==> config.mk <==
export PLATFORM = sky130hd
export DESIGN_NAME = uart_tx_fifo_bus_flat
export DESIGN_NICKNAME = d
export VERILOG_FILES = /design/src/rtl/uart_pkg.sv /design/src/rtl/uart_tx_fifo_bus_if.sv /design/src/rtl/uart_tx_fifo.sv /design/src/rtl/uart_tx_fifo_bus.sv /design/src/flat_wrapper.sv
export SDC_FILE = /design/constraint.sdc
export NUM_CORES = 1
export LEC_CHECK = 0
export BUFFER_PORTS_ARGS = -buffer_cell sky130_fd_sc_hd__buf_2
export CORE_MARGIN = 2
export CORE_UTILIZATION = 45
export CTS_CLUSTER_SIZE = 25
export DETAILED_ROUTE_END_ITERATION = 16
export GPL_TIMING_DRIVEN = 0
export PLACE_DENSITY = 0.68
export SKIP_LAST_GASP = 1
export SLEW_MARGIN = 20
export SYNTH_ARGS = -nofsm -noshare
export SYNTH_HDL_FRONTEND = slang
export SYNTH_SLANG_ARGS = --single-unit
==> constraint.sdc <==
create_clock -name clk -period 10.6 [get_ports clk]
set_clock_uncertainty 0.1 [all_clocks]
set_input_delay 1.06 -clock clk [delete_from_list [all_inputs] [get_ports clk]]
set_output_delay 1.06 -clock clk [all_outputs]
set_load 0.02 [all_outputs]
==> src/rtl/uart_pkg.sv <==
`default_nettype none
// ============================================================================
// Package  : uart_pkg
// Summary  : Shared encodings for the FIFO-backed UART transmitter.
// Revision : 1.0
// ============================================================================
package uart_pkg;

    typedef enum logic [2:0] {
        ST_IDLE     = 3'd0,
        ST_START    = 3'd1,
        ST_DATA     = 3'd2,
        ST_PARITY   = 3'd3,
        ST_STOP1    = 3'd4,
        ST_STOP2    = 3'd5,
        ST_BREAK    = 3'd6,
        ST_BRK_IDLE = 3'd7
    } tx_state_t;

    // Field order mirrors CTRL[4:0] so the byte can be cast directly
    typedef struct packed {
        logic       stop2;
        logic [1:0] par;
        logic [1:0] nbits;
    } fmt_t;

    localparam logic [2:0] ADR_DIV0   = 3'd0;
    localparam logic [2:0] ADR_TXDATA = 3'd4;
    localparam logic [2:0] ADR_CTRL   = 3'd5;

    localparam logic [1:0] PAR_NONE   = 2'b00;
    localparam logic [1:0] PAR_EVEN   = 2'b01;
    localparam logic [1:0] PAR_ODD    = 2'b10;
    localparam logic [1:0] PAR_NONE2  = 2'b11;

    localparam int CTRL_FLUSH = 6;
    localparam int CTRL_BREAK = 7;

    function automatic logic has_parity(input logic [1:0] par);
        return (par == PAR_EVEN) || (par == PAR_ODD);
    endfunction

    function automatic logic parity_bit(input logic [7:0] data,
                                        input logic [1:0] nbits_m5,
                                        input logic [1:0] par);
        logic [7:0] mask;
        mask = 8'hFF >> (2'd3 - nbits_m5);
        return (^(data & mask)) ^ (par == PAR_ODD);
    endfunction

endpackage
`default_nettype wire

==> src/rtl/uart_tx_fifo_bus_if.sv <==
`default_nettype none
// ============================================================================
// Interface: uart_tx_fifo_bus_if
// Summary  : Peripheral write bus plus transmitter status for uart_tx_fifo_bus.
// Revision : 1.0
// ============================================================================
interface uart_tx_fifo_bus_if #(
    parameter int FIFO_DEPTH = 16
);
    localparam int LVL_W = $clog2(FIFO_DEPTH) + 1;

    logic [2:0]       adr;
    logic [7:0]       din;
    logic             wr_en;
    logic             tx_busy;
    logic             tx_full;
    logic             tx_empty;
    logic [LVL_W-1:0] tx_level;
    logic             tx_ovf;

    modport master (
        output adr, din, wr_en,
        input  tx_busy, tx_full, tx_empty, tx_level, tx_ovf
    );

    modport slave (
        input  adr, din, wr_en,
        output tx_busy, tx_full, tx_empty, tx_level, tx_ovf
    );
endinterface
`default_nettype wire

==> src/rtl/uart_tx_fifo.sv <==
`default_nettype none
// ============================================================================
// Module   : uart_tx_fifo
// Summary  : Synchronous FIFO, head entry readable combinationally.
// Revision : 1.0
// ============================================================================
module uart_tx_fifo #(
    parameter int FIFO_DEPTH = 16,
    parameter int WIDTH      = 8
) (
    input  wire logic                          clk,
    input  wire logic                          rst,
    input  wire logic                          push,
    input  wire logic                          pop,
    input  wire logic                          flush,
    input  wire logic [WIDTH-1:0]              wdata,
    output logic      [WIDTH-1:0]              rdata,
    output logic                               full,
    output logic                               empty,
    output logic      [$clog2(FIFO_DEPTH):0]   level
);
    localparam int PTR_W = $clog2(FIFO_DEPTH);

    logic [WIDTH-1:0] r_mem [FIFO_DEPTH];
    logic [PTR_W-1:0] r_wr_ptr;
    logic [PTR_W-1:0] r_rd_ptr;
    logic [PTR_W:0]   r_count;
    logic             w_do_pop;
    logic             w_do_push;

    assign empty     = (r_count == '0);
    assign full      = (r_count == (PTR_W+1)'(FIFO_DEPTH));
    assign level     = r_count;
    assign rdata     = r_mem[r_rd_ptr];
    assign w_do_pop  = pop && !empty;
    // A full FIFO still accepts a push when the head leaves on the same edge
    assign w_do_push = push && !flush && (!full || w_do_pop);

    always_ff @(posedge clk or posedge rst) begin
        if (rst) begin
            r_wr_ptr <= '0;
            r_rd_ptr <= '0;
            r_count  <= '0;
        end else if (flush) begin
            r_wr_ptr <= '0;
            r_rd_ptr <= '0;
            r_count  <= '0;
        end else begin
            if (w_do_push) r_wr_ptr <= r_wr_ptr + PTR_W'(1);
            if (w_do_pop)  r_rd_ptr <= r_rd_ptr + PTR_W'(1);
            r_count <= r_count + (PTR_W+1)'(w_do_push) - (PTR_W+1)'(w_do_pop);
        end
    end

    always_ff @(posedge clk) begin
        if (w_do_push) r_mem[r_wr_ptr] <= wdata;
    end
endmodule
`default_nettype wire

==> src/rtl/uart_tx_fifo_bus.sv <==
`default_nettype none
// ============================================================================
// Module   : uart_tx_fifo_bus
// Summary  : Bus-mapped UART transmitter with TX FIFO, 5-8 data bits, parity,
//            1/2 stop bits. Break generation enabled by UART_TX_BREAK_EN.
// Revision : 1.0
// ============================================================================
module uart_tx_fifo_bus
    import uart_pkg::*;
#(
    parameter int               FIFO_DEPTH = 16,
    parameter int               DIV_W      = 16,
    parameter logic [DIV_W-1:0] DIV_RESET  = DIV_W'(16'hFFFF)
) (
    input  wire logic         clk,
    input  wire logic         rst,
    uart_tx_fifo_bus_if.slave bus,
    output logic              tx_p
);
    localparam int LVL_W = $clog2(FIFO_DEPTH) + 1;
    localparam int LANES = DIV_W / 8;

    logic [DIV_W-1:0] r_div;
    fmt_t             r_fmt;
    logic             r_ovf;
    logic             w_brk;
    logic             w_wr_txdata;
    logic             w_wr_ctrl;
    logic             w_flush;

    logic [7:0]       w_fifo_rdata;
    logic             w_full;
    logic             w_empty;
    logic [LVL_W-1:0] w_level;

    tx_state_t        r_state;
    tx_state_t        w_state_nxt;
    logic [DIV_W-1:0] r_cnt;
    logic [DIV_W-1:0] w_cnt_nxt;
    logic [DIV_W-1:0] w_lim;
    logic [2:0]       r_bitidx;
    logic [2:0]       w_bitidx_nxt;
    logic [2:0]       w_last_idx;
    logic [7:0]       r_data;
    fmt_t             r_fmt_f;
    logic [DIV_W-1:0] r_div_f;
    logic             r_par_bit;
    logic             r_tx;
    logic             w_tx_nxt;
    logic             w_pop;
    logic             w_frame_end;
    logic             w_bit_end;

    assign w_wr_txdata = bus.wr_en && (bus.adr == ADR_TXDATA);
    assign w_wr_ctrl   = bus.wr_en && (bus.adr == ADR_CTRL);
    assign w_flush     = w_wr_ctrl && bus.din[CTRL_FLUSH];

    always_ff @(posedge clk or posedge rst) begin
        if (rst) begin
            r_div <= DIV_RESET;
            r_fmt <= '0;
            r_ovf <= 1'b0;
        end else begin
            for (int i = 0; i < LANES; i++) begin
                if (bus.wr_en && (int'(bus.adr) == int'(ADR_DIV0) + i))
                    r_div[8*i +: 8] <= bus.din;
            end
            if (w_wr_ctrl)
                r_fmt <= fmt_t'(bus.din[4:0]);
            if (w_wr_ctrl)
                r_ovf <= 1'b0;
            else if (w_wr_txdata && w_full && !w_pop)
                r_ovf <= 1'b1;
        end
    end

`ifdef UART_TX_BREAK_EN
    logic r_brk;

    always_ff @(posedge clk or posedge rst) begin
        if (rst)
            r_brk <= 1'b0;
        else if (w_wr_ctrl)
            r_brk <= bus.din[CTRL_BREAK];
    end

    assign w_brk = r_brk;
`else
    assign w_brk = 1'b0;
`endif

    uart_tx_fifo #(
        .FIFO_DEPTH (FIFO_DEPTH),
        .WIDTH      (8)
    ) u_fifo (
        .clk   (clk),
        .rst   (rst),
        .push  (w_wr_txdata),
        .pop   (w_pop),
        .flush (w_flush),
        .wdata (bus.din),
        .rdata (w_fifo_rdata),
        .full  (w_full),
        .empty (w_empty),
        .level (w_level)
    );

    // Break recovery times against the live divider; frames use their snapshot
    assign w_lim      = (r_state == ST_BRK_IDLE) ? r_div : r_div_f;
    assign w_bit_end  = (r_cnt == w_lim);
    assign w_last_idx = 3'd4 + {1'b0, r_fmt_f.nbits};

    always_comb begin
        w_state_nxt  = r_state;
        w_cnt_nxt    = r_cnt + DIV_W'(1);
        w_bitidx_nxt = r_bitidx;
        w_tx_nxt     = r_tx;
        w_pop        = 1'b0;
        w_frame_end  = 1'b0;
        case (r_state)
            ST_IDLE: begin
                w_cnt_nxt = '0;
                w_tx_nxt  = 1'b1;
                if (w_brk) begin
                    w_state_nxt = ST_BREAK;
                    w_tx_nxt    = 1'b0;
                end else if (!w_empty) begin
                    w_pop       = 1'b1;
                    w_state_nxt = ST_START;
                    w_tx_nxt    = 1'b0;
                end
            end
            ST_START: begin
                if (w_bit_end) begin
                    w_cnt_nxt    = '0;
                    w_bitidx_nxt = '0;
                    w_state_nxt  = ST_DATA;
                    w_tx_nxt     = r_data[0];
                end
            end
            ST_DATA: begin
                if (w_bit_end) begin
                    w_cnt_nxt = '0;
                    if (r_bitidx == w_last_idx) begin
                        if (has_parity(r_fmt_f.par)) begin
                            w_state_nxt = ST_PARITY;
                            w_tx_nxt    = r_par_bit;
                        end else begin
                            w_state_nxt = ST_STOP1;
                            w_tx_nxt    = 1'b1;
                        end
                    end else begin
                        w_bitidx_nxt = r_bitidx + 3'd1;
                        w_tx_nxt     = r_data[r_bitidx + 3'd1];
                    end
                end
            end
            ST_PARITY: begin
                if (w_bit_end) begin
                    w_cnt_nxt   = '0;
                    w_state_nxt = ST_STOP1;
                    w_tx_nxt    = 1'b1;
                end
            end
            ST_STOP1: begin
                if (w_bit_end) begin
                    if (r_fmt_f.stop2) begin
                        w_cnt_nxt   = '0;
                        w_state_nxt = ST_STOP2;
                    end else begin
                        w_frame_end = 1'b1;
                    end
                end
            end
            ST_STOP2: begin
                if (w_bit_end) w_frame_end = 1'b1;
            end
            ST_BREAK: begin
                w_cnt_nxt = '0;
                w_tx_nxt  = 1'b0;
                if (!w_brk) begin
                    w_state_nxt = ST_BRK_IDLE;
                    w_tx_nxt    = 1'b1;
                end
            end
            ST_BRK_IDLE: begin
                if (w_bit_end) begin
                    w_cnt_nxt   = '0;
                    w_state_nxt = ST_IDLE;
                end
            end
            default: begin
                w_state_nxt = ST_IDLE;
                w_tx_nxt    = 1'b1;
            end
        endcase

        // Chain straight into the next start bit so frames run back-to-back
        if (w_frame_end) begin
            w_cnt_nxt = '0;
            if (w_brk) begin
                w_state_nxt = ST_BREAK;
                w_tx_nxt    = 1'b0;
            end else if (!w_empty) begin
                w_pop       = 1'b1;
                w_state_nxt = ST_START;
                w_tx_nxt    = 1'b0;
            end else begin
                w_state_nxt = ST_IDLE;
                w_tx_nxt    = 1'b1;
            end
        end
    end

    always_ff @(posedge clk or posedge rst) begin
        if (rst) begin
            r_state   <= ST_IDLE;
            r_cnt     <= '0;
            r_bitidx  <= '0;
            r_tx      <= 1'b1;
            r_data    <= '0;
            r_fmt_f   <= '0;
            r_div_f   <= DIV_RESET;
            r_par_bit <= 1'b0;
        end else begin
            r_state  <= w_state_nxt;
            r_cnt    <= w_cnt_nxt;
            r_bitidx <= w_bitidx_nxt;
            r_tx     <= w_tx_nxt;
            if (w_pop) begin
                r_data    <= w_fifo_rdata;
                r_fmt_f   <= r_fmt;
                r_div_f   <= r_div;
                r_par_bit <= parity_bit(w_fifo_rdata, r_fmt.nbits, r_fmt.par);
            end
        end
    end

    assign tx_p         = r_tx;
    assign bus.tx_busy  = (r_state != ST_IDLE) || !w_empty;
    assign bus.tx_full  = w_full;
    assign bus.tx_empty = w_empty;
    assign bus.tx_level = w_level;
    assign bus.tx_ovf   = r_ovf;
endmodule
`default_nettype wire

==> src/flat_wrapper.sv <==
// flat-port wrapper written by rule: the top's interface ports become plain ports
module uart_tx_fifo_bus_flat import uart_pkg::*;
#(
    parameter int               FIFO_DEPTH = 16,
    parameter int               DIV_W      = 16,
    parameter logic [DIV_W-1:0] DIV_RESET  = DIV_W'(16'hFFFF)
)
  (clk, rst, tx_p, bus_adr, bus_din, bus_wr_en, bus_tx_busy, bus_tx_full, bus_tx_empty, bus_tx_level, bus_tx_ovf);
  uart_tx_fifo_bus_if #(.FIFO_DEPTH(FIFO_DEPTH)) bus_i ();
  input  wire logic clk;
  input  wire logic rst;
  output logic tx_p;
  input wire logic [$bits(bus_i.adr)-1:0] bus_adr;
  input wire logic [$bits(bus_i.din)-1:0] bus_din;
  input wire logic [$bits(bus_i.wr_en)-1:0] bus_wr_en;
  output wire logic [$bits(bus_i.tx_busy)-1:0] bus_tx_busy;
  output wire logic [$bits(bus_i.tx_full)-1:0] bus_tx_full;
  output wire logic [$bits(bus_i.tx_empty)-1:0] bus_tx_empty;
  output wire logic [$bits(bus_i.tx_level)-1:0] bus_tx_level;
  output wire logic [$bits(bus_i.tx_ovf)-1:0] bus_tx_ovf;
  assign bus_i.adr = bus_adr;
  assign bus_i.din = bus_din;
  assign bus_i.wr_en = bus_wr_en;
  assign bus_tx_busy = bus_i.tx_busy;
  assign bus_tx_full = bus_i.tx_full;
  assign bus_tx_empty = bus_i.tx_empty;
  assign bus_tx_level = bus_i.tx_level;
  assign bus_tx_ovf = bus_i.tx_ovf;
  uart_tx_fifo_bus #(.FIFO_DEPTH(FIFO_DEPTH), .DIV_W(DIV_W), .DIV_RESET(DIV_RESET)) u_core (.clk(clk), .rst(rst), .bus(bus_i), .tx_p(tx_p));
endmodule
=== Word-level counts from Yosys, hierarchy flattened ===
Memories as Yosys holds them, arrays and structs flattened.
Cells that the tools add are included.

* Bitwise operators: 2
* Muxes and demuxes: 48
* Equality and inequality tests: 27
* Reduce and logical (&&, ||, !) cells: 33
* Order comparisons: 1
* Shift operators: 1
* $add $sub $neg: 8

{| class="wikitable"
|+ Operator list
! cell !! count
|-
| 2-to-1 mux 16 bit || 5
|-
| one-hot mux 16 bit (3 select lines) || 1
|-
| 2-to-1 mux 3 bit || 12
|-
| inequality test 3 x 1 -> 1 bit (second input constant) || 7
|-
| one-hot mux 3 bit (7 select lines) || 1
|-
| 2-to-1 mux 1 bit || 20
|-
| == test 3 bit (second input constant) || 6
|-
| adder 16 x 1 -> 16 bit (second input constant) || 1
|-
| == test 16 bit || 1
|-
| 2-to-1 mux 4 bit || 4
|-
| logical AND 1 bit || 10
|-
| == test 3 x 2 -> 1 bit (second input constant) || 3
|-
| AND reduction 9 bit || 1
|-
| adder 4 x 1 -> 4 bit (second input constant) || 2
|-
| AND 8 bit || 1
|-
| AND reduction 4 bit || 2
|-
| nonzero test 2 bit || 4
|-
| nonzero test 8 bit || 1
|-
| XOR reduction 8 bit || 1
|-
| >> shifter 8 x 2 -> 8 bit (first input constant) || 1
|-
| zero test 3 bit || 2
|-
| one-hot mux 3 bit (2 select lines) || 1
|-
| nonzero test 6 bit || 1
|-
| adder 5 x 1 -> 5 bit || 1
|-
| other kinds (24) || 31
|}

* Input bits: 14
* Memories kept: 1
* Bits in writable memories: 128
* Register bits: 88

{| class="wikitable"
|+ Memories
! name !! depth !! bits a word !! read ports !! clocked after Yosys merged registers in !! write ports !! line !! RTL
|-
| u_core.u_fifo.r_mem || 16 || 8 || 1 || 0 || 1 || uart_tx_fifo.sv:24 || <nowiki>logic [WIDTH-1:0] r_mem [FIFO_DEPTH];</nowiki>
|}

=== Logic depth before layout (Yosys ltp) ===
Gate-level depths: netlist (run 1).

* Word-level depth: 12
* Depth in mapped cells: 17
* Depth with buffers taken out: 14

=== Cells and area by module ===
From an unflattened synthesis (run 1), not the netlist that was laid out.

* Cells, all modules: 700
* Area total of the unflattened synthesis: 9969.6 um2

{| class="wikitable"
|+ Modules (own cells, without submodules)
! module !! area each (um2) !! sequential area each (um2) !! cells each !! times used
|-
| uart_tx_fifo || 5853.1 || 4169.0 || 335 || 1
|-
| uart_tx_fifo_bus || 4116.4 || 1918.1 || 365 || 1
|}

=== Worst setup path after synthesis (run 1) ===
Ideal clock, no wire load.

* Kind: register -> register
* From: register u_core.r_state[2]
* To: register u_core.u_fifo.r_count[4], in the netlist u_core.u_fifo.level[4]
* Stages on the path, launching flop included: 17
* Buffers on the path: 3
* Setup slack: 6.831 ns
* Data arrival time: 3.590 ns
* Cells stage by stage: dfrtp_1 buf_4 nand3_4 buf_6 mux2i_1 xnor2_1 nor4_1 a41oi_1 nor3_4 buf_2 o21ai_0 ha_1 fa_1 a21oi_1 nor2_1 or3_1 a21oi_1

* Cells in the longest elaborated chain, start to end: 12

{| class="wikitable"
|+ Ends and longest elaborated chain
! element !! line !! RTL
|-
| start, declared || uart_tx_fifo_bus.sv:36 || <nowiki>tx_state_t r_state;</nowiki>
|-
| start signal, assigned || uart_tx_fifo_bus.sv:226 || <nowiki>r_state <= w_state_nxt;</nowiki>
|-
| == test 3 bit || uart_tx_fifo_bus.sv:109 || <nowiki>assign w_lim = (r_state == ST_BRK_IDLE) ? r_div : r_div_f;</nowiki>
|-
| 2-to-1 mux 16 bit || uart_tx_fifo_bus.sv:109 ||
|-
| == test 16 bit || uart_tx_fifo_bus.sv:110 || <nowiki>assign w_bit_end = (r_cnt == w_lim);</nowiki>
|-
| 2-to-1 mux 1 bit (on tied branches) || uart_tx_fifo_bus.sv:176, uart_tx_fifo_bus.sv:166 ||
|-
| one-hot mux 1 bit (2 select lines) || uart_tx_fifo_bus.sv:120 || <nowiki>case (r_state)</nowiki>
|-
| 2-to-1 mux 1 bit (*) || uart_tx_fifo_bus.sv:199 || <nowiki>if (w_frame_end) begin</nowiki>
|-
| logical AND 1 bit (*) || uart_tx_fifo.sv:35 || <nowiki>assign w_do_pop = pop && !empty;</nowiki>
|-
| logical OR 1 bit || uart_tx_fifo.sv:37 || <nowiki>assign w_do_push = push && !flush && (!full || w_do_pop);</nowiki>
|-
| logical AND 1 bit || uart_tx_fifo.sv:37 ||
|-
| adder 5 x 1 -> 5 bit || uart_tx_fifo.sv:51 || <nowiki>r_count <= r_count + (PTR_W+1)'(w_do_push) - (PTR_W+1)'(w_do_pop);</nowiki>
|-
| subtractor 5 x 1 -> 5 bit (*) || uart_tx_fifo.sv:51 ||
|-
| 2-to-1 mux 5 bit (*) || uart_tx_fifo.sv:44 || <nowiki>end else if (flush) begin</nowiki>
|-
| end signal, assigned || uart_tx_fifo.sv:51 ||
|-
| end, declared || uart_tx_fifo.sv:27 || <nowiki>logic [PTR_W:0] r_count;</nowiki>
|}

Mark *: on every way between the ends. The rest lies on a longest branch, timed or not.
A chain may end at the register's enable or synchronous reset.

=== Worst setup path after layout (run 1) ===
Same ends and word-level chain as after synthesis.

==> results of run 1 <==
[Yosys cell counts (9+ instances only)]
library cell	number	area share (%)
xor2_1	13	1.2
clkbuf_1	15	0.58
nand3_1	12	0.62
xnor2_1	31	2.8
mux2_2	50	5.8
mux4_2	18	4.2
ha_1	12	1.6
nor2_1	42	1.6
buf_2	9	0.47
nand2_1	27	1.1
and3_1	22	1.4
inv_1	13	0.51
a21oi_1	13	0.67
o21ai_0	23	1.2
dfstp_2	33	9.0
edfxtp_1	128	40
dfrtp_1	55	14
a221oi_1	18	1.6
mux2i_1	49	5.1
[worst max-delay path by stage]
stage / start / end / slack, ns / cells past startpoint
3_3_place_gp: u_core.r_state[2]$_DFFE_PP0P_ / u_core.u_fifo.r_mem[9][1]$_DFFE_PP_ / 5.88 / 11
6_report: u_core.r_state[2]$_DFFE_PP0P_ / u_core.u_fifo.level[4]$_DFF_PP0_ / 5.92 / 16
5_1_grt: u_core.r_state[2]$_DFFE_PP0P_ / u_core.u_fifo.level[4]$_DFF_PP0_ / 5.62 / 16
3_5_place_dp: u_core.r_state[2]$_DFFE_PP0P_ / u_core.u_fifo.level[4]$_DFF_PP0_ / 5.99 / 16
2_1_floorplan: u_core.r_state[2]$_DFFE_PP0P_ / u_core.u_fifo.level[4]$_DFF_PP0_ / 6.83 / 16
4_1_cts: u_core.r_state[2]$_DFFE_PP0P_ / u_core.u_fifo.level[4]$_DFF_PP0_ / 5.96 / 16
[cell type report]
class | instances | area share (%)
well taps | 275 | 3.14
repair buffers | 25 | 1.30
plain buffers | 31 | 1.38
clock buffers | 31 | 5.90
multi-input cells | 401 | 30.8
clock inverters | 11 | 1.33
flip-flops and latches | 216 | 55.6
inverters | 14 | 0.503
[metal layers]
metal | vias to the layer above | wire (um) | GRT usage (%)
li1 | 2591 | - | -
met1 | 2880 | 8890 | 25.4
met2 | 147 | 9770 | 30.3
met3 | 47 | 935 | 2.61
met4 | 0 | 572 | 6.51
met5 | - | 0 | 0
[through the flow]
| stage | area (um2) | utilization [%] |
|---|---|---|
| finish | 10900 | 52.1 |
| global route | 10900 | 52.1 |
| CTS | 10900 | 52.1 |
| detailed placement | 10200 | 48.3 |
| global placement | 10100 | 48.1 |
| floorplan | 9650 | - |
[power by group through the flow]
stage,registers (mW),logic [mW],clock network [mW]
3_5_place_dp,1.15,1.14,0
3_3_place_gp,1.15,1.10,0
4_1_cts,1.14,1.15,0.845
5_1_grt,1.16,1.25,0.879
6_report,1.14,1.14,0.831
2_1_floorplan,1.15,0.873,0
[registers in the layout (all words and copies together), names as in the netlist]
signal / cells
u_core.r_state: 3
u_core.r_div: 16
u_core.r_bitidx: 3
u_core.r_fmt: 5
u_core.r_par_bit: 1
u_core.r_div_f: 16
u_core.r_fmt_f: 5
u_core.u_fifo.r_wr_ptr: 4
u_core.u_fifo.r_mem: 128
u_core.bus.tx_ovf: 1
u_core.r_cnt: 16
u_core.u_fifo.level: 5
u_core.u_fifo.r_rd_ptr: 4
u_core.tx_p: 1
u_core.r_data: 8
[cell families after synthesis]
logic type / after synthesis / synth area share (%)
AND/OR/NAND/NOR: 145 / 7.83
flip-flops: 216 / 63.1
adder cells (fa/ha/maj): 13 / 1.76
buffers and inverters: 45 / 2.11
XOR/XNOR: 46 / 4.46
multiplexers: 118 / 15.2
AO/OA/AOI/OAI: 79 / 5.51
[worst register-to-register path, stage by stage, from the launching register on]
cell and delay, ns:
dfrtp_1 0.35, buf_4 0.16, nand3_4 0.17, buf_6 0.21, mux2i_1 0.33, xnor2_1 0.13, nor4_2 0.33, a41oi_1 0.36
nor3_4 0.54, buf_2 0.39, o21ai_0 0.17, ha_1 0.24, fa_1 0.41, a21oi_1 0.17, nor2_1 0.07, or3_1 0.34
a21oi_1 0.14
==> summary.md, run 1 <==
| Metric | Value |
|---|---|
| Layout cells sized above 1 | 25.5% |
| Largest net degree at the start of global routing | 47 |
| DRT Pass-1 Iters | 5 |
| CP bufs+invs | 3 |
| Total grt overflow | 0 |
| CTS tree | done |
| Avg WL per Cell | 20.1 um |
| Initial antenna violation count | 0 |
| Chip width | 150 um |
| Total power | 3.12 mW |
| Combinational group share of total power | 36.7% |
| Initial Util | 45.9% |
| Sequential element share of the synthesized area | 63.1% |
| Crit path max fanout | 10 |
| CTS Hold Buffers Added | 0 |
| Final period util | 44.1% |
| Fill cell count | 1,667 |
| Yosys warns | 0 |
| Antenna Nets Post-Route | 0 |
| Area of the multi-input gates | 3380 um2 |
| Async set-reset flop share out of synthesis | 40.7% |
| Post-CTS Setup Bufs | 0 |
| Largest stage delay, worst path | 0.54 ns |
| Slew @ Worst Pin | 1.09 ns |
| # H-tree levels | 1 |
| TritonCTS Buffers | 23 |
| First-pass GRT wire length | 32,000 um |
| Die area | 22,600 um2 |
| Final Critical Period | 4.68 ns |
| Vias | 5,665 |
| Iteration-0 DRC Markers | 468 |
| Core area | 21,000 um2 |
| Hold WC Path Type | reg2reg |
| Syn Inst Count | 662 |
| Critical Path AT | 5.02 ns |
| WHS Path Cells | 1 |
| Run status | completed |
| PwrDens | 285 nW/um2 |
| Die H | 150 um |
| Place WS | 5.99 ns |
| Launch point of the worst reg-to-reg path | u_core.r_state[2]$_DFFE_PP0P_ |
| Worst-Skew Late Latency | 0.52 ns |
| Clock root cell | clkbuf_16 |
| Clock sink count | 216 |
| Clk pin slew, worst setup/hold paths | 0.06 ns |
| Crit path kind | reg2reg |
| Final hold violations | 0 |
| RSZ-0062 raised after global routing | false |
| Min Hold Slack | 0.410 ns |
| Leak | 4.22 nW |
| Post-synth top flop | edfxtp_1 |
| Number of flops mapped to enable cells by yosys | 128 |
| Vias per inst | 5.64 |
| Worst vdd ir | 0.172 mV |
| Clock Path Buffers | 3 |
| Synth Cell Area | 9650 um2 |
| Synth Net Count | 689 |
| Switching power total | 1.02 mW |
| Register-to-register setup slack | 5.92 ns |
| Sw frac | 32.8% |
| Hold path endpoint | u_core.r_fmt_f[4]$_DFFE_PP0N_ |
| I/O pin cnt | 24 |
| Register area | 6090 um2 |
| Layout Cells excl Fill | 1,004 |
| Crit path top cell by count | a21oi_1 |
| #FFs+latches synth | 216 |
| Commonest cells after routing, fill and taps aside | 128 x edfxtp_1, 55 x dfrtp_1, 50 x mux2_2 |
| Hold Crit Start | u_core.r_fmt[4]$_DFFE_PP0P_ |
| Vias in the first global route | 5,878 |
| Seq pwr share | 36.6% |
| Slew Viols, Final | 0 |
| Placed Instances | 962 |
| Nets | 739 |
| # port buffers | 22 |
| Worst setup SP type | flip-flop |
| Critical Path End Type | flip-flop |
| PostCTS Resize Cnt | 0 |
| Final setup fails | 0 |
| Internal | 2.09 mW |
| RR Endpoint | u_core.u_fifo.level[4]$_DFF_PP0_ |
| Ant. Diodes | 0 |
| Num rows | 53 |
| Max Fclk | 214 MHz |
| Layout area overhead | 13.4% |
| Clock share of power | 26.7% |
| Data required, critical path | 10.94 ns |
| DRC | 0 |
| Crit-path slowest cell | nor3_4 |
| Worst R2R Path Depth | 16 |
| GPL Wtd Cong | 0.826 |
| Syn_area_per_cell | 14.6 um2 |
| WL final | 20,200 um |
| Commonest non-fill, non-tap cell in the layout | edfxtp_1 |
| Total GRT Usage | 18.5% |
| Distinct cells, synth | 56 |
| Crit path cell chain | buf_4 -> nand3_4 -> buf_6 -> mux2i_1 -> xnor2_1 -> nor4_2 -> a41oi_1 -> nor3_4 -> buf_2 -> o21ai_0 -> ha_1 -> fa_1 -> a21oi_1 -> nor2_1 -> or3_1 -> a21oi_1 |
| Crit path max-delay family | simple AND/OR/NAND/NOR gates |
| Slack of the critical path | 5.92 ns |
| Rel. slew slack | 26.6% |
| Final HPWL DP | 14,100 um |
| Setup_tns | 0 ns |
| Max Cap Violations | 0 |
Note: power is estimated with default switching activity, not from simulation.
==> inputs of run 2 (changes only) <==
Settings changed: ABC_AREA set to 1, PLACE_DENSITY 0.68 to 0.7.
Clock period 10.6 ns to 4.2 ns, I/O delays scaled along.
==> run 2 against run 1 <==
  * Via count rose by 36%
  * Flip-flop and latch count did not move
  * Area after synthesis rose by 6.6%
  * Non-clock buffer count rose by 7
  * Design area rose by 5.5%
  * Critical path depth rose by 6
  * Worst hold slack got worse by 0.19 ns
  * Critical path type unchanged
==> summary.md, run 2 <==
| Metric | Value |
|---|---|
| Run status | completed |
| Largest area contributor in the netlist | edfxtp_1 |
| Worst-Skew Late Latency | 0.53 ns |
| Die area | 24,100 um2 |
| Setup_tns | 0 ns |
| Ant. Diodes | 0 |
| Placed Instances | 1,475 |
| Crit path top cell by count | nand2_1 |
| Min Hold Slack | 0.222 ns |
| Data required, critical path | 4.49 ns |
| TritonCTS Buffers | 23 |
| Seq pwr share | 35.5% |
| Die H | 155 um |
| Iteration-0 DRC Markers | 639 |
| Antenna Nets Post-Route | 0 |
| Top-count cell post-synth | nand2_1 |
| Cell area after layout | 11,500 um2 |
| Post-CTS Setup Bufs | 0 |
| Combinational group share of total power | 38.7% |
| Slew Viols, Final | 0 |
| Critical Path AT | 3.88 ns |
| Final period util | 85.4% |
| # H-tree levels | 1 |
| Clock root cell | clkbuf_16 |
| Largest register by flop count | u_core.u_fifo.r_mem |
| Clock sink count | 216 |
| CP bufs+invs | 2 |
| Vias per inst | 5.07 |
| Rel. slew slack | 35.2% |
| Clock share of power | 25.7% |
| Slew @ Worst Pin | 0.968 ns |
| Syn Inst Count | 1,166 |
| Util after Layout | 51.3% |
| # port buffers | 23 |
| Number of flops mapped to enable cells by yosys | 128 |
| Clk pin slew, worst setup/hold paths | 0.06 ns |
| Sequential element share of the synthesized area | 59.2% |
| Chip width | 155 um |
| GPL Wtd Cong | 0.904 |
| Nets | 1,243 |
| Crit path max fanout | 10 |
| Largest net degree at the start of global routing | 52 |
| Final setup fails | 0 |
| Sw frac | 39.2% |
| Worst vdd ir | 0.369 mV |
| Placement Cell Area | 10,800 um2 |
| Crit path cell chain | buf_4 -> nand2_1 -> nor2_4 -> nand2_1 -> nand3_1 -> nand2_1 -> nor2_1 -> nand2_1 -> nor2_4 -> nand3_2 -> nand2_2 -> nand2_4 -> buf_2 -> nand2_1 -> nand2_1 -> ha_1 -> fa_1 -> a21oi_1 -> nor2_1 -> nor2_1 -> xor2_1 -> nor2_1 |
| Post-synth top cells | 408 x nand2_1, 138 x nor2_1, 128 x edfxtp_1 |
| DRT met1 WL | 10,600 um |
| Largest stage delay, worst path | 0.41 ns |
| Synth Cell Area | 10,300 um2 |
| Total grt overflow | 0 |
| Met2 routed wirelength | 11,300 um |
| Slack of the critical path | 0.613 ns |
| Layout area overhead | 12.3% |
| Internal | 4.76 mW |
| Synth Net Count | 1,193 |
| CTS tree | done |
| Final hold violations | 0 |
| Post-synth top flop | edfxtp_1 |
| Async set-reset flop share out of synthesis | 40.7% |
| Commonest non-fill, non-tap cell in the layout | nand2_1 |
| Switching power total | 3.07 mW |
| Crit path kind | reg2reg |
| I/O pin cnt | 24 |
| Met3 WL | 1540 um |
| Vias in the first global route | 7,390 |
| Total GRT Usage | 20.6% |
| WL final | 24,100 um |
| Syn_area_per_cell | 8.82 um2 |
| Max FFs per register | 128 |
| Total power | 7.83 mW |
| Post-synth top area share | 37.4% |
| Place WS | 0.591 ns |
| PostCTS Resize Cnt | 0 |
| PwrDens | 678 nW/um2 |
| Distinct cells, synth | 43 |
| Max Cap Violations | 0 |
| Worst setup SP type | flip-flop |
| Vias | 7,690 |
| Core area | 22,500 um2 |
| Layout cells sized above 1 | 10.4% |
| Final Critical Period | 3.59 ns |
| Max Used Layer | met4 |
| Clock Path Buffers | 3 |
| Max Fclk | 279 MHz |
| Crit path max-delay family | simple AND/OR/NAND/NOR gates |
| Initial Util | 45.7% |
| First-pass GRT wire length | 38,900 um |
| DRT Pass-1 Iters | 5 |
| Avg WL per Cell | 15.9 um |
| RSZ-0062 raised after global routing | false |
| Hold WC Path Type | in2reg |
| DRC | 0 |
| Num rows | 55 |
| Yosys warns | 0 |
| Critical Path End Type | flip-flop |
| #FFs+latches synth | 216 |
| Leak | 5.11 nW |
| Commonest cells after routing, fill and taps aside | 408 x nand2_1, 138 x nor2_1, 128 x edfxtp_1 |
| Crit-path slowest cell | fa_1 |
| Top cells by area, synth | edfxtp_1 37%, nand2_1 15%, dfrtp_1 13% |
| Layout Cells excl Fill | 1,517 |
| Final HPWL DP | 16,600 um |
| Initial antenna violation count | 0 |
## run 2: final cells by class
class                           instances  area [um2]
Timing Repair Buffer                   25         153
Buffer                                 38         193
Multi-Input combinational cell        783        3520
Sequential cell                       216        6090
Inverter                              129         488
Fill cell                            2065       11000
Clock buffer                           28         594
Tap cell                              285         357
Clock inverter                         13         155
## run 2: cells by family (layout without fill, tap and decap cells)
logic type / count (synthesis) / count (layout) / synth area share, %
AND/OR/NAND/NOR: 649 / 649 / 25.6
flip-flops: 216 / 216 / 59.2
buffers and inverters: 167 / 233 / 6.60
AO/OA/AOI/OAI: 102 / 102 / 5.33
XOR/XNOR: 18 / 18 / 1.53
adder cells (fa/ha/maj): 13 / 13 / 1.65
multiplexers: 1 / 1 / 0.0974
## run 2: worst register-to-register path, stage by stage (launching register included)
cell and delay [ns]:
dfrtp_1 0.33, buf_4 0.16, nand2_1 0.13, nor2_4 0.21, nand2_1 0.11, nand3_1 0.08, nand2_1 0.05, nor2_1 0.11
nand2_1 0.10, nor2_4 0.17, nand3_2 0.17, nand2_2 0.11, nand2_4 0.11, buf_2 0.24, nand2_1 0.09, nand2_1 0.05
ha_1 0.20, fa_1 0.41, a21oi_1 0.17, nor2_1 0.06, nor2_1 0.10, xor2_1 0.15, nor2_1 0.05
## run 2: power groups by stage
| stage | clock network [mW] | logic (mW) | registers, mW |
|---|---|---|---|
| 3_3_place_gp | 0 | 2.94 | 2.81 |
| 5_1_grt | 2.12 | 3.45 | 2.82 |
| 2_1_floorplan | 0 | 2.18 | 2.80 |
| 3_5_place_dp | 0 | 3.00 | 2.82 |
| 4_1_cts | 2.04 | 3.03 | 2.78 |
| 6_report | 2.02 | 3.03 | 2.78 |
## run 2: repair_timing
item	CTS	global route
endpoints found under the hold margin	25	0
hold buffers	1	0
setup endpoints to repair	0	0
## run 2: worst paths after layout
check                                               from                             endpoint  cells after the start  slack, ns
setup reg to reg           u_core.r_state[0]$_DFFE_PP0P_     u_core.u_fifo.level[4]$_DFF_PP0_                     22       0.61
min in group asynchronous                            rst     u_core.u_fifo.level[3]$_DFF_PP0_                      3       0.39
hold reg to reg            u_core.r_div_f[0]$_DFFE_PP1N_        u_core.r_div_f[0]$_DFFE_PP1N_                      2       0.37
setup / recovery           u_core.r_state[0]$_DFFE_PP0P_     u_core.u_fifo.level[4]$_DFF_PP0_                     22       0.61
max in group asynchronous                            rst          u_core.r_div[0]$_DFFE_PP1P_                      4       2.94
hold / removal                                bus_din[2]  u_core.u_fifo.r_mem[7][2]$_DFFE_PP_                      1       0.22
## run 2: metal layers
metal,vias to the layer above,global-route usage (%)
met5,-,0
li1,3839,-
met4,0,6.04
met2,232,34.8
met1,3568,27.6
met3,51,3.65
==> inputs of run 3 (changes only) <==
Settings changed: CAP_MARGIN set to 20, PLACE_DENSITY 0.7 to 0.68, SYNTH_HIERARCHICAL set to 1.
Clock period 4.2 ns to 4.6 ns, I/O delays scaled along.
==> run 3 against run 2 <==
  * Non-clock buffer count up 2
  * Largest power group unchanged
  * Critical path type unchanged
  * Total power down 11%
  * Core utilization up 0.21 points
  * Die area up 1.8%
  * Critical path depth down 1
  * Clock power down 14%
  * Via count up 0.74%
  * Design area up 1.3%
  * Flip-flop and latch count unchanged
  * Clock-buffer cell count up 3
  * Cell count up 2.0%
  * Wire length down 0.65%
==> summary.md, run 3 <==
| Metric | Value |
|---|---|
| GPL Wtd Cong | 0.866 |
| Ant. Diodes | 0 |
| Final setup fails | 0 |
| I/O pin cnt | 24 |
| Largest net degree at the start of global routing | 55 |
| Worst-Skew Late Latency | 0.53 ns |
| RR Endpoint | u_core/u_fifo/r_mem[12][6]$_DFFE_PP_ |
| Layout cells sized above 1 | 11.9% |
| Distinct cells, synth | 34 |
| Critical Path End Type | flip-flop |
| Hold Crit Start | bus_adr[1] |
| Die H | 157 um |
| Number of flops mapped to enable cells by yosys | 128 |
| Clk pin slew, worst setup/hold paths | 0.06 ns |
| Post-synth top area share | 36.7% |
| Clock root cell | clkbuf_16 |
| Slew @ Worst Pin | 0.861 ns |
| Worst vdd ir | 0.331 mV |
| Largest register by flop count | u_core/u_fifo/r_mem |
| Slew Viols, Final | 0 |
| Met1 usage | 28.1% |
| DRC | 0 |
| Crit path kind | reg2reg |
| Post-synth top flop | edfxtp_1 |
| Largest area contributor in the netlist | edfxtp_1 |
| Compound-gate portion of the synthesized area | 3.86% |
| Syn Inst Count | 1,196 |
| Data required, critical path | 4.65 ns |
| Critical Path AT | 4.18 ns |
| Antenna Nets Post-Route | 0 |
| Max FFs per register | 128 |
| Yosys warns | 6 |
| Simple-gate share of the synthesized area | 26.7% |
| Hold WC Path Type | in2reg |
| Core area | 22,700 um2 |
| PwrDens | 597 nW/um2 |
| Gr busiest metal | met2 |
| WL final | 24,000 um |
| Main combinational cell family by area after synthesis | simple AND/OR/NAND/NOR gates |
| Syn_area_per_cell | 8.76 um2 |
| Crit-path slowest cell | nor2_1 |
| Setup_tns | 0 ns |
| Total grt overflow | 0 |
| Final Critical Period | 4.13 ns |
| Total GRT Usage | 20.3% |
| Vias per inst | 5.01 |
| Die area | 24,500 um2 |
| Initial antenna violation count | 0 |
| Final period util | 89.8% |
| CP bufs+invs | 7 |
| Final hold violations | 0 |
| DRT Pass-1 Iters | 5 |
| Register-to-register setup slack | 0.47 ns |
| First-pass GRT wire length | 38,800 um |
| Post-synth top cells | 428 x nand2_1, 147 x inv_1, 128 x edfxtp_1 |
| Worst setup SP type | flip-flop |
| Met3 GRT Util | 2.52% |
| # port buffers | 23 |
| CTS tree | done |
| Layout area overhead | 11.7% |
| Crit path cell chain | buf_4 -> inv_2 -> nor2_2 -> buf_4 -> nand2_1 -> nand3_1 -> nand2_1 -> nor2_1 -> nand2_1 -> nor2_2 -> nand3_2 -> nand2_1 -> nand2_2 -> inv_2 -> buf_6 -> inv_1 -> nand4_1 -> nand2_1 -> inv_1 -> nand2_1 -> nor2_1 |
| Max Fclk | 242 MHz |
| Top cells by area, synth | edfxtp_1 37%, nand2_1 15%, dfrtp_1 13% |
| Avg WL per Cell | 15.5 um |
| Commonest cells after routing, fill and taps aside | 428 x nand2_1, 146 x inv_1, 128 x edfxtp_1 |
| Rel. slew slack | 42.4% |
| Run status | completed |
| # H-tree levels | 1 |
| Sequential element share of the synthesized area | 58.1% |
| WHS Path Cells | 3 |
| Post-synthesis adder-cell area fraction | 1.62% |
| Vias in the first global route | 7,366 |
| Crit path top cell by count | nand2_1 |
| Synth Net Count | 1,223 |
| Clock Path Buffers | 3 |
| Max Cap Violations | 0 |
| Num rows | 55 |
| #FFs+latches synth | 216 |
| Iteration-0 DRC Markers | 631 |
| RSZ-0062 raised after global routing | false |
| Commonest non-fill, non-tap cell in the layout | nand2_1 |
| Vias | 7,747 |
| Launch point of the worst reg-to-reg path | u_core/r_state[2]$_DFFE_PP0P_ |
| Top-count cell post-synth | nand2_1 |
| Final HPWL DP | 16,800 um |
| Hold path endpoint | u_core/bus.tx_ovf$_DFFE_PP0P_ |
| Chip width | 157 um |
| Clock sink count | 216 |
| Min Hold Slack | 0.207 ns |
| Mux cell area share after synthesis | 0% |
| Async set-reset flop share out of synthesis | 40.7% |
| Crit path max fanout | 11 |
| M2 GR Usage | 33.9% |
| Worst R2R Path Depth | 21 |
| Largest stage delay, worst path | 0.70 ns |
| Post-synthesis xor/xnor area fraction | 1.67% |
| Synth Cell Area | 10,500 um2 |
| Nets | 1,273 |
| Leak | 5.27 nW |
| Crit path max-delay family | simple AND/OR/NAND/NOR gates |
| Initial Util | 46.1% |
| TritonCTS Buffers | 23 |
run 3: changes by cell type in the layout (fill, tap and decap cells not counted), moves of 8 or more:
cell	previous run	this run
clkbuf_1	23	10
nor3_1	4	12
inv_1	121	146
nand3_1	80	89
nor2_1	138	114
nand3_2	2	12
o21ai_1	31	20
nand2_1	408	428
run 3: how the worst max path moves through the flow:
stage / start / slack (ns) / endpoint / cells past startpoint
finish: u_core/r_state[2]$_DFFE_PP0P_ / 0.47 / u_core/u_fifo/r_mem[12][6]$_DFFE_PP_ / 21
global route: u_core/r_state[2]$_DFFE_PP0P_ / 0.01 / u_core/u_fifo/r_mem[12][6]$_DFFE_PP_ / 21
CTS: u_core/r_state[2]$_DFFE_PP0P_ / 0.35 / u_core/u_fifo/r_mem[15][0]$_DFFE_PP_ / 21
detailed placement: u_core/r_state[2]$_DFFE_PP0P_ / 0.36 / u_core/u_fifo/r_mem[15][5]$_DFFE_PP_ / 21
global placement: u_core/r_state[2]$_DFFE_PP0P_ / 0.45 / u_core/u_fifo/r_mem[14][2]$_DFFE_PP_ / 21
floorplan: u_core/r_state[2]$_DFFE_PP0P_ / 1.31 / u_core/u_fifo/level[4]$_DFF_PP0_ / 30
run 3: kinds of logic (layout without fill, tap and decap cells):
family / after synthesis / after routing
flops: 216 / 216
compound gates: 78 / 78
simple gates: 675 / 675
buf+inv: 194 / 260
xor+xnor: 20 / 20
fa+ha+maj: 13 / 13
run 3: timing repair:
action,in CTS,in global routing
hold buffers,1,0
buffers inserted,0,0
resized for setup,0,2
endpoints found under the setup margin,0,10
endpoints found under the hold margin,28,0
run 3: area by class of cell:
cell class                 instances  area (um2)
buffer                            40         255
clock buffer                      31         647
clock inverter                    10        60.1
fill                            2095       11000
inverter                         154         583
multi-input combinational        786        3550
sequential                       216        6090
tap                              285         357
timing repair buffer              25         153
run 3: per-layer routing:
layer  vias up  wire length, um
met5         -                0
met4         0              548
met3        36             1250
met2       204            11400
met1      3606            10800
li1       3901                -
run 3: report_power, final:
part	switching, mW	internal (mW)	total, mW
registers	0.173	2.37	2.55
clock network	0.745	0.989	1.73
logic	1.79	0.911	2.71
run 3: through the flow:
| stage | cell area [um2] | instances | power (mW) | util, % | worst slack (ns) |
|---|---|---|---|---|---|
| 2_1_floorplan | 10500 | 1196 | 4.54 | - | 1.31 |
| 3_3_place_gp | 10900 | 1504 | 5.20 | 48.2 | 0.448 |
| 3_5_place_dp | 11000 | 1505 | 5.26 | 48.3 | 0.361 |
| 4_1_cts | 11700 | 1547 | 7.02 | 51.5 | 0.353 |
| 5_1_grt | 11700 | 1547 | 7.51 | 51.5 | 0.0129 |
| 6_report | 11700 | 1547 | 6.99 | 51.5 | 0.468 |
run 3: worst min-delay path: stages:
cell and delay, ns:
buf_2 0.10, nor3_1 0.09, a21oi_1 0.12
